**src/rtl/ddr4_pkg.sv**
```systemverilog
// Shared encodings and default timing for the DDR4 command scheduler.
package ddr4_pkg;

    // Command bus encoding seen by the PHY command driver.
    typedef enum logic [2:0] {
        CmdNop  = 3'd0,
        CmdMrs  = 3'd1,
        CmdAct  = 3'd2,
        CmdRd   = 3'd3,
        CmdWr   = 3'd4,
        CmdPre  = 3'd5,
        CmdPrea = 3'd6,
        CmdRef  = 3'd7
    } cmd_e;

    // Scheduler state encoding; also drives the status display.
    typedef enum logic [2:0] {
        StIdle      = 3'd0,
        StInit      = 3'd1,
        StReady     = 3'd2,
        StActivate  = 3'd3,
        StRw        = 3'd4,
        StPrecharge = 3'd5,
        StRefresh   = 3'd6
    } state_e;

    localparam int unsigned N_MRS_DEF = 7;
    localparam int unsigned T_MOD_DEF = 24;
    localparam int unsigned T_RCD_DEF = 16;
    localparam int unsigned T_RP_DEF = 16;
    localparam int unsigned T_CCD_DEF = 4;
    localparam int unsigned T_RFC_DEF = 280;
    localparam int unsigned T_REFI_DEF = 7800;

    function automatic int unsigned max_u(input int unsigned a, input int unsigned b);
        return (a > b) ? a : b;
    endfunction

endpackage

```
**src/rtl/ddr4_refresh_timer.sv**
```systemverilog
// tREFI interval timer with a single sticky refresh-pending flag.
module ddr4_refresh_timer
    import ddr4_pkg::*;
#(
    parameter int unsigned tREFI = T_REFI_DEF
) (
    input  logic CK_t,
    input  logic rst,
    input  logic en,
    input  logic clr,
    output logic pending
);

    localparam int unsigned CNT_W = $clog2(tREFI) + 1;

    logic [CNT_W-1:0] cnt_q;
    logic             pending_q;

    // Free-running interval count; an expiry while already pending is absorbed.
    always_ff @(posedge CK_t) begin
        if (rst) begin
            cnt_q     <= '0;
            pending_q <= 1'b0;
        end else begin
            if (clr) begin
                pending_q <= 1'b0;
            end
            if (en) begin
                if (cnt_q == CNT_W'(tREFI - 1)) begin
                    cnt_q     <= '0;
                    pending_q <= 1'b1;
                end else begin
                    cnt_q <= cnt_q + 1'b1;
                end
            end
        end
    end

    assign pending = pending_q;

endmodule

```
**src/rtl/ddr4_cmd_sched.sv**
```systemverilog
// Single-rank DDR4 command scheduler: MRS init, open-row tracking, ACT/RD/WR/PRE
// generation with timing gaps, and auto-refresh insertion.
module ddr4_cmd_sched
    import ddr4_pkg::*;
#(
    parameter int unsigned NUM_BANKS = 16,
    parameter int unsigned ROW_W     = 16,
    parameter int unsigned COL_W     = 10,
    parameter int unsigned N_MRS     = N_MRS_DEF,
    parameter int unsigned tMOD      = T_MOD_DEF,
    parameter int unsigned tRCD      = T_RCD_DEF,
    parameter int unsigned tRP       = T_RP_DEF,
    parameter int unsigned tCCD      = T_CCD_DEF,
    parameter int unsigned tRFC      = T_RFC_DEF,
    parameter int unsigned tREFI     = T_REFI_DEF,
    localparam int unsigned BANK_W   = $clog2(NUM_BANKS)
) (
    input  logic              CK_t,
    input  logic              rst,
    input  logic              req_valid,
    output logic              req_ready,
    input  logic              req_we,
    input  logic [BANK_W-1:0] req_bank,
    input  logic [ROW_W-1:0]  req_row,
    input  logic [COL_W-1:0]  req_col,
    output logic [2:0]        cmd,
    output logic [BANK_W-1:0] cmd_bank,
    output logic [ROW_W-1:0]  cmd_row,
    output logic [COL_W-1:0]  cmd_col,
    output logic              init_done,
    output logic              busy,
    output logic [2:0]        state_out
);

    localparam int unsigned T_MAX =
        max_u(max_u(max_u(tMOD, tRCD), max_u(tRP, tCCD)), max_u(tRFC, tREFI));
    localparam int unsigned CNT_W = $clog2(T_MAX) + 1;
    localparam int unsigned MR_W  = $clog2(N_MRS) + 1;

    state_e                          state_q, state_d;
    logic [CNT_W-1:0]                cnt_q, cnt_d;
    logic [MR_W-1:0]                 mr_idx_q, mr_idx_d;
    cmd_e                            cmd_q, cmd_d;
    logic [BANK_W-1:0]               cmd_bank_q, cmd_bank_d;
    logic [ROW_W-1:0]                cmd_row_q, cmd_row_d;
    logic [COL_W-1:0]                cmd_col_q, cmd_col_d;
    logic                            init_done_q, init_done_d;
    logic                            hold_we_q, hold_we_d;
    logic [BANK_W-1:0]               hold_bank_q, hold_bank_d;
    logic [ROW_W-1:0]                hold_row_q, hold_row_d;
    logic [COL_W-1:0]                hold_col_q, hold_col_d;
    logic [NUM_BANKS-1:0]            bank_open_q, bank_open_d;
    logic [NUM_BANKS-1:0][ROW_W-1:0] open_row_q, open_row_d;
    logic                            ref_pre_q, ref_pre_d;   // REFRESH is in its PREA gap
    logic                            ref_issue;
    logic                            ref_pending;

    ddr4_refresh_timer #(
        .tREFI (tREFI)
    ) u_refresh_timer (
        .CK_t    (CK_t),
        .rst     (rst),
        .en      (init_done_q),
        .clr     (ref_issue),
        .pending (ref_pending)
    );

    // State and registered command outputs; reset aborts everything without a PRE.
    always_ff @(posedge CK_t) begin
        if (rst) begin
            state_q     <= StIdle;
            cnt_q       <= '0;
            mr_idx_q    <= '0;
            cmd_q       <= CmdNop;
            cmd_bank_q  <= '0;
            cmd_row_q   <= '0;
            cmd_col_q   <= '0;
            init_done_q <= 1'b0;
            hold_we_q   <= 1'b0;
            hold_bank_q <= '0;
            hold_row_q  <= '0;
            hold_col_q  <= '0;
            bank_open_q <= '0;
            open_row_q  <= '0;
            ref_pre_q   <= 1'b0;
        end else begin
            state_q     <= state_d;
            cnt_q       <= cnt_d;
            mr_idx_q    <= mr_idx_d;
            cmd_q       <= cmd_d;
            cmd_bank_q  <= cmd_bank_d;
            cmd_row_q   <= cmd_row_d;
            cmd_col_q   <= cmd_col_d;
            init_done_q <= init_done_d;
            hold_we_q   <= hold_we_d;
            hold_bank_q <= hold_bank_d;
            hold_row_q  <= hold_row_d;
            hold_col_q  <= hold_col_d;
            bank_open_q <= bank_open_d;
            open_row_q  <= open_row_d;
            ref_pre_q   <= ref_pre_d;
        end
    end

    // Next state: each transition issues the command of the state being entered
    // and loads the wait counter with that command's gap minus one.
    always_comb begin
        state_d     = state_q;
        cnt_d       = cnt_q;
        mr_idx_d    = mr_idx_q;
        cmd_d       = CmdNop;
        cmd_bank_d  = cmd_bank_q;
        cmd_row_d   = cmd_row_q;
        cmd_col_d   = cmd_col_q;
        init_done_d = init_done_q;
        hold_we_d   = hold_we_q;
        hold_bank_d = hold_bank_q;
        hold_row_d  = hold_row_q;
        hold_col_d  = hold_col_q;
        bank_open_d = bank_open_q;
        open_row_d  = open_row_q;
        ref_pre_d   = ref_pre_q;
        ref_issue   = 1'b0;

        case (state_q)
            StIdle: begin
                state_d   = StInit;
                cmd_d     = CmdMrs;
                cmd_row_d = '0;
                mr_idx_d  = '0;
                cnt_d     = CNT_W'(tMOD - 1);
            end
            StInit: begin
                if (cnt_q != '0) begin
                    cnt_d = cnt_q - 1'b1;
                end else if (mr_idx_q == MR_W'(N_MRS - 1)) begin
                    state_d     = StReady;
                    init_done_d = 1'b1;
                end else begin
                    mr_idx_d  = mr_idx_q + 1'b1;
                    cmd_d     = CmdMrs;
                    cmd_row_d = ROW_W'(mr_idx_q + 1'b1);
                    cnt_d     = CNT_W'(tMOD - 1);
                end
            end
            StReady: begin
                if (ref_pending) begin
                    state_d = StRefresh;
                    if (|bank_open_q) begin
                        cmd_d       = CmdPrea;
                        bank_open_d = '0;
                        ref_pre_d   = 1'b1;
                        cnt_d       = CNT_W'(tRP - 1);
                    end else begin
                        cmd_d     = CmdRef;
                        ref_issue = 1'b1;
                        ref_pre_d = 1'b0;
                        cnt_d     = CNT_W'(tRFC - 1);
                    end
                end else if (req_valid) begin
                    hold_we_d   = req_we;
                    hold_bank_d = req_bank;
                    hold_row_d  = req_row;
                    hold_col_d  = req_col;
                    cmd_bank_d  = req_bank;
                    if (!bank_open_q[req_bank]) begin
                        state_d               = StActivate;
                        cmd_d                 = CmdAct;
                        cmd_row_d             = req_row;
                        bank_open_d[req_bank] = 1'b1;
                        open_row_d[req_bank]  = req_row;
                        cnt_d                 = CNT_W'(tRCD - 1);
                    end else if (open_row_q[req_bank] == req_row) begin
                        state_d   = StRw;
                        cmd_d     = req_we ? CmdWr : CmdRd;
                        cmd_col_d = req_col;
                        cnt_d     = CNT_W'(tCCD - 1);
                    end else begin
                        state_d               = StPrecharge;
                        cmd_d                 = CmdPre;
                        bank_open_d[req_bank] = 1'b0;
                        cnt_d                 = CNT_W'(tRP - 1);
                    end
                end
            end
            StPrecharge: begin
                if (cnt_q != '0) begin
                    cnt_d = cnt_q - 1'b1;
                end else begin
                    state_d                  = StActivate;
                    cmd_d                    = CmdAct;
                    cmd_bank_d               = hold_bank_q;
                    cmd_row_d                = hold_row_q;
                    bank_open_d[hold_bank_q] = 1'b1;
                    open_row_d[hold_bank_q]  = hold_row_q;
                    cnt_d                    = CNT_W'(tRCD - 1);
                end
            end
            StActivate: begin
                if (cnt_q != '0) begin
                    cnt_d = cnt_q - 1'b1;
                end else begin
                    state_d    = StRw;
                    cmd_d      = hold_we_q ? CmdWr : CmdRd;
                    cmd_bank_d = hold_bank_q;
                    cmd_col_d  = hold_col_q;
                    cnt_d      = CNT_W'(tCCD - 1);
                end
            end
            StRw: begin
                if (cnt_q != '0) begin
                    cnt_d = cnt_q - 1'b1;
                end else begin
                    state_d = StReady;
                end
            end
            StRefresh: begin
                if (cnt_q != '0) begin
                    cnt_d = cnt_q - 1'b1;
                end else if (ref_pre_q) begin
                    cmd_d     = CmdRef;
                    ref_issue = 1'b1;
                    ref_pre_d = 1'b0;
                    cnt_d     = CNT_W'(tRFC - 1);
                end else begin
                    state_d = StReady;
                end
            end
            default: begin
                state_d = StIdle;
            end
        endcase
    end

    assign req_ready = (state_q == StReady) && !ref_pending;
    assign busy      = (state_q != StReady);
    assign state_out = state_q;
    assign cmd       = cmd_q;
    assign cmd_bank  = cmd_bank_q;
    assign cmd_row   = cmd_row_q;
    assign cmd_col   = cmd_col_q;
    assign init_done = init_done_q;

endmodule

```
**config.mk**
```make
export PLATFORM = sky130hd
export DESIGN_NAME = ddr4_cmd_sched
export DESIGN_NICKNAME = d
export VERILOG_FILES = /design/src/rtl/ddr4_pkg.sv /design/src/rtl/ddr4_refresh_timer.sv /design/src/rtl/ddr4_cmd_sched.sv
export SDC_FILE = /design/constraint.sdc
export NUM_CORES = 1
export LEC_CHECK = 0
export CAP_MARGIN = 30
export CORE_MARGIN = 5
export CORE_UTILIZATION = 50
export CTS_BUF_LIST = sky130_fd_sc_hd__clkbuf_8
export DETAILED_ROUTE_END_ITERATION = 16
export GPL_TIMING_DRIVEN = 0
export PLACE_DENSITY = 0.72
export SYNTH_ARGS = -nofsm -noshare
export SYNTH_HDL_FRONTEND = slang
export SYNTH_SLANG_ARGS = --single-unit
export TNS_END_PERCENT = 30
```
**constraint.sdc**
```tcl
create_clock -name CK_t -period 3.11 [get_ports CK_t]
set_input_delay 0.622 -clock CK_t [delete_from_list [all_inputs] [get_ports CK_t]]
set_output_delay 0.622 -clock CK_t [all_outputs]
set_load 0.005 [all_outputs]
```
==> summary.md, run 1 <==
The final reports fail on setup timing. The launch point of the worst reg-to-reg path is cnt_q[1]. The net switching power is 4.36 mW, and the data required time at the worst endpoint is 3600 ps. In this design, the stage delay of the slowest critical-path cell is 540 ps. The count of final max-slew check failures came out at 0.

The startpoint identified for the worst hold timing path is hold_row_q[5]. The tools report the die area as 0.0426 sq mm. Setup repair after global routing could not meet its margin everywhere. The logs give 73 for the number of top-level pins and -11.1 ps for the worst setup slack after layout. The share of layout cells above drive strength 1 is 15.2%. TritonCTS built the clock tree. The initial antenna violation count is 2, and the achievable clock frequency is 0.320 GHz. The tools report the number of standard-cell rows in the floorplan as 72.

For the worst-skew pair, the clock arrives at the later sink with an insertion delay of 650 ps. The endpoint of the worst-slack reg-to-reg timing path was open_row_q[73]. Dividing the detail-routed via count by the number of cells gives 6.77. The mean post-synth cell area is 8.66 sq um. Across every metal layer, demand over resource in global routing totals 38.9%. The portion of total power attributed to combinational logic is 23.4%, and the via count of the first global-routing pass is 18600.

The logs give 11 for the pin count of the biggest net entering global routing and 374 for the TritonCTS sink count. For this run, the post-layout net count is 2415. The relative max-transition margin came out at 23.2%. STA classifies the critical path endpoint as a flop. The count of nets left with antenna violations once routing finished came out at 0. The leading cell type in the layout, fill and taps excluded is dfxtp_1.

The Yosys step of the flow raised 0 warnings. Across all hold checks on the routed design, the worst slack comes to 447 ps. In this run the standard cell core region covers 0.0385 sq mm. Counting every net in the synthesized netlist gives 2266. The count of cells in the finished layout, fillers not included, comes to 2942.

In this run, the number of DRC markers left after iteration 0 of detailed routing was 2850. Endpoint with the worst hold slack: hold_row_q[5]. The routed metal-1 wirelength is 33.2 mm, and the transition at the pin with the smallest max-transition slack is 1150 ps.

Clock skew on the completed layout was measured at 21.9 ps. After clock tree synthesis, the clock-pin slew on the worst setup and hold paths is 60 ps. The routed wire length is 85.2 mm. Subtracting the final worst setup slack from the clock period gives 3120 ps. Before antenna repair, the detailed router went through 9 iterations.

The share of synthesized flip-flops with an asynchronous set or reset is 0%. Category of the most critical setup path: in -> reg. The met3 layer wire length in the routed design was 10.5 mm; the maximum net fanout on the critical path was 10. The unique cell type count in the Yosys netlist was 66.

The via count of the routed design was 19900; the vertical die dimension was 206 microns. The depth of the worst hold-timing path is 2, and the final hold violation count is 0. The min-delay analysis places its worst path in the category reg -> reg. The leakage power is 7.32 nW, and the number of I/O port buffers is 66.

The worst setup path is launched from a primary input. The clock passes through at most 3 buffers. In the finished design, the share of the clock period the worst path needs comes to 100%. Depth of the CTS H-tree: 3.

Routability-driven placement finished with a final weighted congestion of 0.987. Average wire per standard cell: 29.0 microns. The most used flip-flop cell after synthesis is dfxtp_1.

The synthesized design contains 0 enable-type register cells. The share of the Yosys chip area taken by registers is 38.8%. Data on the critical path arrives at its endpoint at 3610 ps. Of all cell types, the one taking the most synthesized area is dfxtp_1. The logs give 0 for the number of max-capacitance violations reported and 39.9% for the sequential group share of total power. After detailed placement, the design holds a cell count of 2823.

Summed over its instances, the top area cell type makes up 38.8% of the synthesized netlist area. The number of buffers added to fix hold violations after cts came out at 0. By area the synthesized netlist is led by dfxtp_1 39%, a211oi_1 12%, a22oi_1 11%, nor2_1 7.0%, mux4_2 5.8%. In this run, synthesis produced a sequential element count of 374. The total global routing overflow was 0; the power per cell area was 576 mW/mm^2.

The number of cells on the worst reg-to-reg path is 13. Growth of design area from synthesis to finish: 18.3%. The internal power of the cells totals 8.81 mW.

The worst-case IR drop observed on VDD is 0.000433 V. For this configuration, the core starts out at a cell density of 50.2%. Cell at the slowest stage of the critical path: nor2_2. The routed design uses 36.1 mm of met2 wire. The residual DRC count is 0. Synthesis handed over a netlist of 2228 instances.

The cell sitting at the root of the clock tree is a clkbuf_8. Summing every instance area after synthesis gives 0.0193 sq mm. Uppermost signal routing layer after detailed routing: met5. The most numerous cell on the critical path was buf_6. The flow ran to the end, but the final reports show violations. The clock network is responsible for 36.7% of the overall power. Detailed-placement wirelength estimate: 62.3 mm. In the layout the commonest cells are 373 x dfxtp_1, 340 x nor2_1, 297 x a211oi_1. The setup slack of the most critical reg-to-reg path is 30 ps, and the die width is 206 microns. Setup violations remaining at the end of the flow were counted as 10.

The first global-routing pass estimated 123 mm of wire. Traced cell by cell, the critical path runs through buf_2 -> buf_12 -> buf_6 -> buf_6 -> clkbuf_2 -> nand2b_1 -> clkbuf_1 -> nor2_2 -> a21oi_1 -> nor2_4 -> clkbuf_4 -> a211oi_1. In this run switching power makes up 33.1% of total power.

The number of clock buffers added by TritonCTS is 69.
==> worst max-delay path, delay by kind of cell <==
kind / cells / cell delay, ps
AOI/OAI and AO/OA: 2 / 270
buffers and inverters: 7 / 1700
and+or+nand+nor: 3 / 950
==> per-stage QoR <==
stage / area, sq um / TNS, ps / util, % / setup WS, ps / power [mW]
global route: 22800 / -46.1 / 59.4 / -15.4 / 13.6
global placement: 20600 / -406770 / 53.6 / -1810 / 8.07
finish: 22800 / -64.8 / 59.4 / -11.1 / 13.2
CTS: 22500 / -372 / 58.6 / -41.7 / 13.0
floorplan: 19300 / 0 / - / 6.54 / 7.04
detailed placement: 20700 / -412350 / 53.9 / -1810 / 8.12
==> metal layers <==
metal | track usage (%) | vias to the layer above
li1 | - | 8602
met1 | 51.4 | 9512
met2 | 57.5 | 1451
met3 | 11.1 | 352
met4 | 20.9 | 2
met5 | 0 | -
==> power groups by stage <==
stage	logic, mW	registers, mW	clock network, mW
2_1_floorplan	1.74	5.29	0
3_3_place_gp	2.75	5.33	0
3_5_place_dp	2.80	5.33	0
4_1_cts	2.91	5.23	4.82
5_1_grt	3.27	5.28	5.04
6_report	3.08	5.26	4.83
==> final cells by class <==
class | instances | area (sq um)
fill | 3546 | 15600
multi-input combinational | 1583 | 11000
sequential | 374 | 7490
buffer | 247 | 1450
clock buffer | 87 | 1200
timing repair buffer | 93 | 906
tap | 518 | 648
clock inverter | 30 | 159
inverter | 9 | 33.8
antenna | 1 | 2.50
==> worst max-delay path by stage <==
stage / slack (ps) / start / cells past startpoint / to
4_1_cts: -40 / cnt_q[0] / 12 / open_row_q[41]
3_3_place_gp: -1810 / req_bank[2] / 14 / bank_open_q[14]
5_1_grt: -20 / cnt_q[1] / 13 / open_row_q[79]
3_5_place_dp: -1810 / req_bank[2] / 14 / bank_open_q[14]
6_report: -10 / req_bank[2] / 12 / open_row_q[91]
2_1_floorplan: 7 / req_bank[1] / 12 / bank_open_q[10]
==> cells in the mapped netlist, types with 11 or more instances <==
| library cell | count |
|---|---|
| nand2_1 | 125 |
| buf_2 | 46 |
| nand3_1 | 12 |
| xor2_1 | 24 |
| mux4_2 | 50 |
| nor3_1 | 25 |
| nor4_1 | 11 |
| nand3b_1 | 12 |
| o21ai_0 | 15 |
| clkbuf_1 | 195 |
| mux2i_1 | 83 |
| a22oi_1 | 271 |
| dfxtp_1 | 374 |
| nor2_1 | 362 |
| a21oi_1 | 102 |
| a211oi_1 | 300 |
| xnor2_1 | 19 |
| and3_1 | 23 |
| nand2b_1 | 27 |
==> timing repair <==
item                                    CTS  global route
endpoints found under the setup margin  309           306
gates cloned                              0             4
pin swaps                                 8            18
buffers inserted                          2             9
gates resized for setup                 163            89
==> flip-flops by register name, summed over array words and instances (netlist names), 10 cells and up <==
signal,count
bank_open_q,16
cmd_col,10
cmd_row,16
cnt_q,14
hold_col_q,10
hold_row_q,16
open_row_q,256
u_refresh_timer.cnt_q,14
==> kinds of logic after synthesis <==
| kind of cell | after synthesis | synth area share (%) |
|---|---|---|
| xor+xnor | 43 | 1.95 |
| buf+inv | 271 | 6.03 |
| compound gates | 744 | 27.6 |
| fa+ha+maj | 4 | 0.259 |
| mux | 136 | 10.4 |
| simple gates | 656 | 15.0 |
| flops | 374 | 38.8 |
No activity file was read; power rests on OpenSTA's default activity.
==> run 2, diff against run 1 <==
--- a/config.mk
+++ b/config.mk
@@ -6,7 +6,6 @@
 export NUM_CORES = 1
 export LEC_CHECK = 0
 export CAP_MARGIN = 30
-export CORE_MARGIN = 5
 export CORE_UTILIZATION = 50
 export CTS_BUF_LIST = sky130_fd_sc_hd__clkbuf_8
 export DETAILED_ROUTE_END_ITERATION = 16
==> run 2 against run 1 <==
  * The flow still finishes with violations (setup timing)
  * Final area increased by 0.99%
  * Global-route usage increased by 4.7 points
  * Wire length increased by 1.5%
  * Largest power group unchanged
==> summary.md, run 2 (synthesis results as in run 1) <==
The number of top-level pins is 73 (unchanged). The vertical die dimension is 198 microns (-3.9%). For the global-route usage over all layers, the log shows 43.6% (+4.7 points). The net count reported at finish came out at 2425 (+0.41%). The checks that failed: setup timing. The average wire per standard cell is 29.4 microns (+1.4%), and the net switching power is 4.35 mW (-0.22%). First-pass GRT wire length: 124 mm (+0.49%). The number of max-capacitance violations reported came out at 0 (unchanged). The tools report the startpoint of the worst setup timing path as state_out[2]. The die width was 198 microns (-3.9%); the clock slew seen by the registers of the worst setup and hold paths was 60 ps (about the same). The worst hold slack after final layout was 453 ps (+6.14 ps); the final period demand of the worst path was 3240 ps (+115 ps). For the fraction of met3 tracks used by global routing, the log shows 19.9% (+8.8 points). The final setup violation count is 29 (+19), and the leakage power is 7.39 nW (+0.89%). The worst setup path is captured at a flop.

For the depth of the CTS H-tree, the log shows 3 (unchanged). The residual DRC count is 0 (unchanged), and the effective utilization at floorplan is 51.0% (+0.83 points). The class of the tightest hold or removal check was reg -> reg.

The weighted congestion at the end of routability-driven global placement was 1.12 (+13%); the cell-internal power was 9.10 mW (+3.3%). The run gives 0 (-2) as the initial antenna violation count. The most numerous cell on the critical path was clkbuf_1. The depth of the worst hold-timing path works out to 2 (unchanged). The tools report the launch point of the worst reg-to-reg path as state_out[2]. For the count of final max-slew check failures, the log shows 0 (unchanged). Setup repair after global routing could not meet its margin everywhere. The power per cell area works out to 583 mW/mm^2 (+1.2%).

The largest voltage drop on the vdd net is 0.000425 V (-1.7%). The run finished, with violations left. The global routing stage identified its most utilized layer as met2.

The number of I/O port buffers was 66 (unchanged). The logs give 40.0 ps (+18.1 ps) for the worst setup skew after layout and 68 (-1.4%) for the number of CTS-inserted buffers. The instance area after placement was 0.0207 sq mm (-0.20%).

Counting flops per register, the top entry is open_row_q. The final total power is 13.5 mW (+2.2%), and the DRC violation total after the first TritonRoute iteration is 3344 (+17%). For the routed wire length, the log shows 86.5 mm (+1.5%). The die area was 0.0394 sq mm (-7.6%); the final cell utilization of the core was 61.0% (+1.6 points). The run gives 52.0% (+0.60 points) as the met1 demand-to-capacity share in global routing. The count of placed standard cells including taps was 2813 (-0.35%); the growth of design area from synthesis to finish was 19.5%.

The worst setup path is launched from a flop. Share of layout cells above drive strength 1: 15.9% (+0.71 points). Cell at the slowest stage of the critical path: and3_1. The total global routing overflow was 0 (unchanged).

Clock tree synthesis selected as its root buffer the cell clkbuf_8. Category of the most critical setup path: reg -> reg. The proportion of total power due to net switching works out to 32.3% (-0.77 points). TritonCTS built the clock tree. The logs give 20400 (+2.2%) for the via count of the routed design and 71 (-1.4%) for the number of standard-cell rows in the floorplan. The library cell used most frequently in the layout, excluding fill and tap cells, is dfxtp_1. The logs give 19200 (+3.3%) for the via count of the first global-routing pass and 59.5% (+2.0 points) for the global-route met2 utilization.

The relative max-transition margin is 20.0% (-3.3 points). Transition at the pin with the smallest max-transition slack: 1200 ps (+49.2 ps). The signal on the critical path passes through clkbuf_1 -> clkbuf_1 -> and3_1 -> clkbuf_2 -> a22oi_1 -> a211oi_1.

Number of buffers added to fix hold violations after cts: 0 (unchanged). The fraction of the cycle the final worst path needs was 104% (+3.7 points). For the clock group share of total power, the log shows 37.9% (+1.2 points). The data arrival time at the worst-slack endpoint was 3790 ps (+180 ps); the number of antenna cells inserted was 0 (-1). The tools report the number of nets still failing antenna checks after routing as 0 (unchanged).

The depth of the worst register-to-register path came out at 6 (-7). The critical hold path startpoint is hold_row_q[2]. Sequential group share of total power: 39.2% (-0.7 points).

In the layout the commonest cells are 372 x dfxtp_1, 342 x nor2_1, 294 x a211oi_1. The buffer levels on the longest clock path was 3 (unchanged); the maximum net fanout on the critical path was 10 (unchanged). The detailed-placement wirelength estimate came out at 59.4 mm (-4.6%). The run gives 8 (-1) as the number of search-and-repair iterations in the first detailed-routing pass.

The number of flip-flops in the largest register is 256 (unchanged). For the achievable clock frequency, the log shows 0.309 GHz (-3.5%). The logs give -1300 ps (-1230 ps) for the total negative slack and 2946 (+0.14%) for the non-filler instance count after layout. Pin count of the biggest net entering global routing: 11 (unchanged).

The logs give 0.0231 sq mm (+0.99%) for the finished layout cell area and -126 ps (-115 ps) for the worst setup slack after layout. The clock latency on the worst-skew pair is 670 ps (+20 ps). The tools report the TritonCTS sink count as 374 (unchanged).

The tools report the standard cell core area as 0.0378 sq mm (-1.6%). The tools report the data required time at the worst endpoint as 3670 ps (+70 ps). The placement-stage worst setup slack is -1690 ps (+119 ps). The via count normalized by instance count was 6.91 (+2.0%); the maximum single-stage delay on the critical path was 800 ps (+260 ps). The tools report the portion of total power attributed to combinational logic as 23.0% (-0.4 points). The final hold violation count came out at 0 (unchanged).
run 2: changes by cell type in the layout (fill, tap and decap cells not counted), sizes merged:
| cell | delta |
|---|---|
| buf | +13 |
| bufinv | +2 |
| clkbuf | +2 |
| clkinv | -3 |
| clkinvlp | +3 |
| diode | -1 |
| inv | -5 |
run 2: critical path: cells and delay by family (launching register included):
family                 cells  cell delay (ps)
AND/OR/NAND/NOR            1              800
buffers and inverters      3             1430
AO/OA/AOI/OAI              2              460
flip-flops                 1              420
run 2: area by class of cell:
cell class	count	area, sq um
multi-input cells	1583	11000
fillers	3397	14800
clock buffers	91	1250
repair buffers	106	1050
plain buffers	245	1420
clock inverters	27	203
inverters	9	33.8
flip-flops and latches	374	7490
well taps	511	639
run 2: path summary, 6_finish.rpt:
check | slack (ps) | end
max reg2reg | -130 | open_row_q[90]
min reg2reg | 450 | hold_row_q[2]
min | 450 | hold_row_q[2]
max | -130 | open_row_q[90]
run 2: power groups by stage:
stage	clock network (mW)	logic, mW	registers, mW
2_1_floorplan	0	1.74	5.29
3_3_place_gp	0	2.66	5.33
3_5_place_dp	0	2.73	5.33
4_1_cts	5.05	2.84	5.24
5_1_grt	5.28	3.24	5.29
6_report	5.09	3.09	5.27
run 2: what timing repair did:
action / 4_1_cts / 5_1_grt
hold endpoints to repair: 0 / 0
gates cloned: 3 / 1
pin swaps: 9 / 18
setup buffers: 9 / 14
endpoints found under the setup margin: 310 / 265
gates resized for setup: 144 / 102
run 2: layer usage:
layer  part of all wire (%)  wire, microns
met3                     16          14100
met5                  0.090             78
met1                     35          30600
met4                    8.6           7460
met2                     40          34200
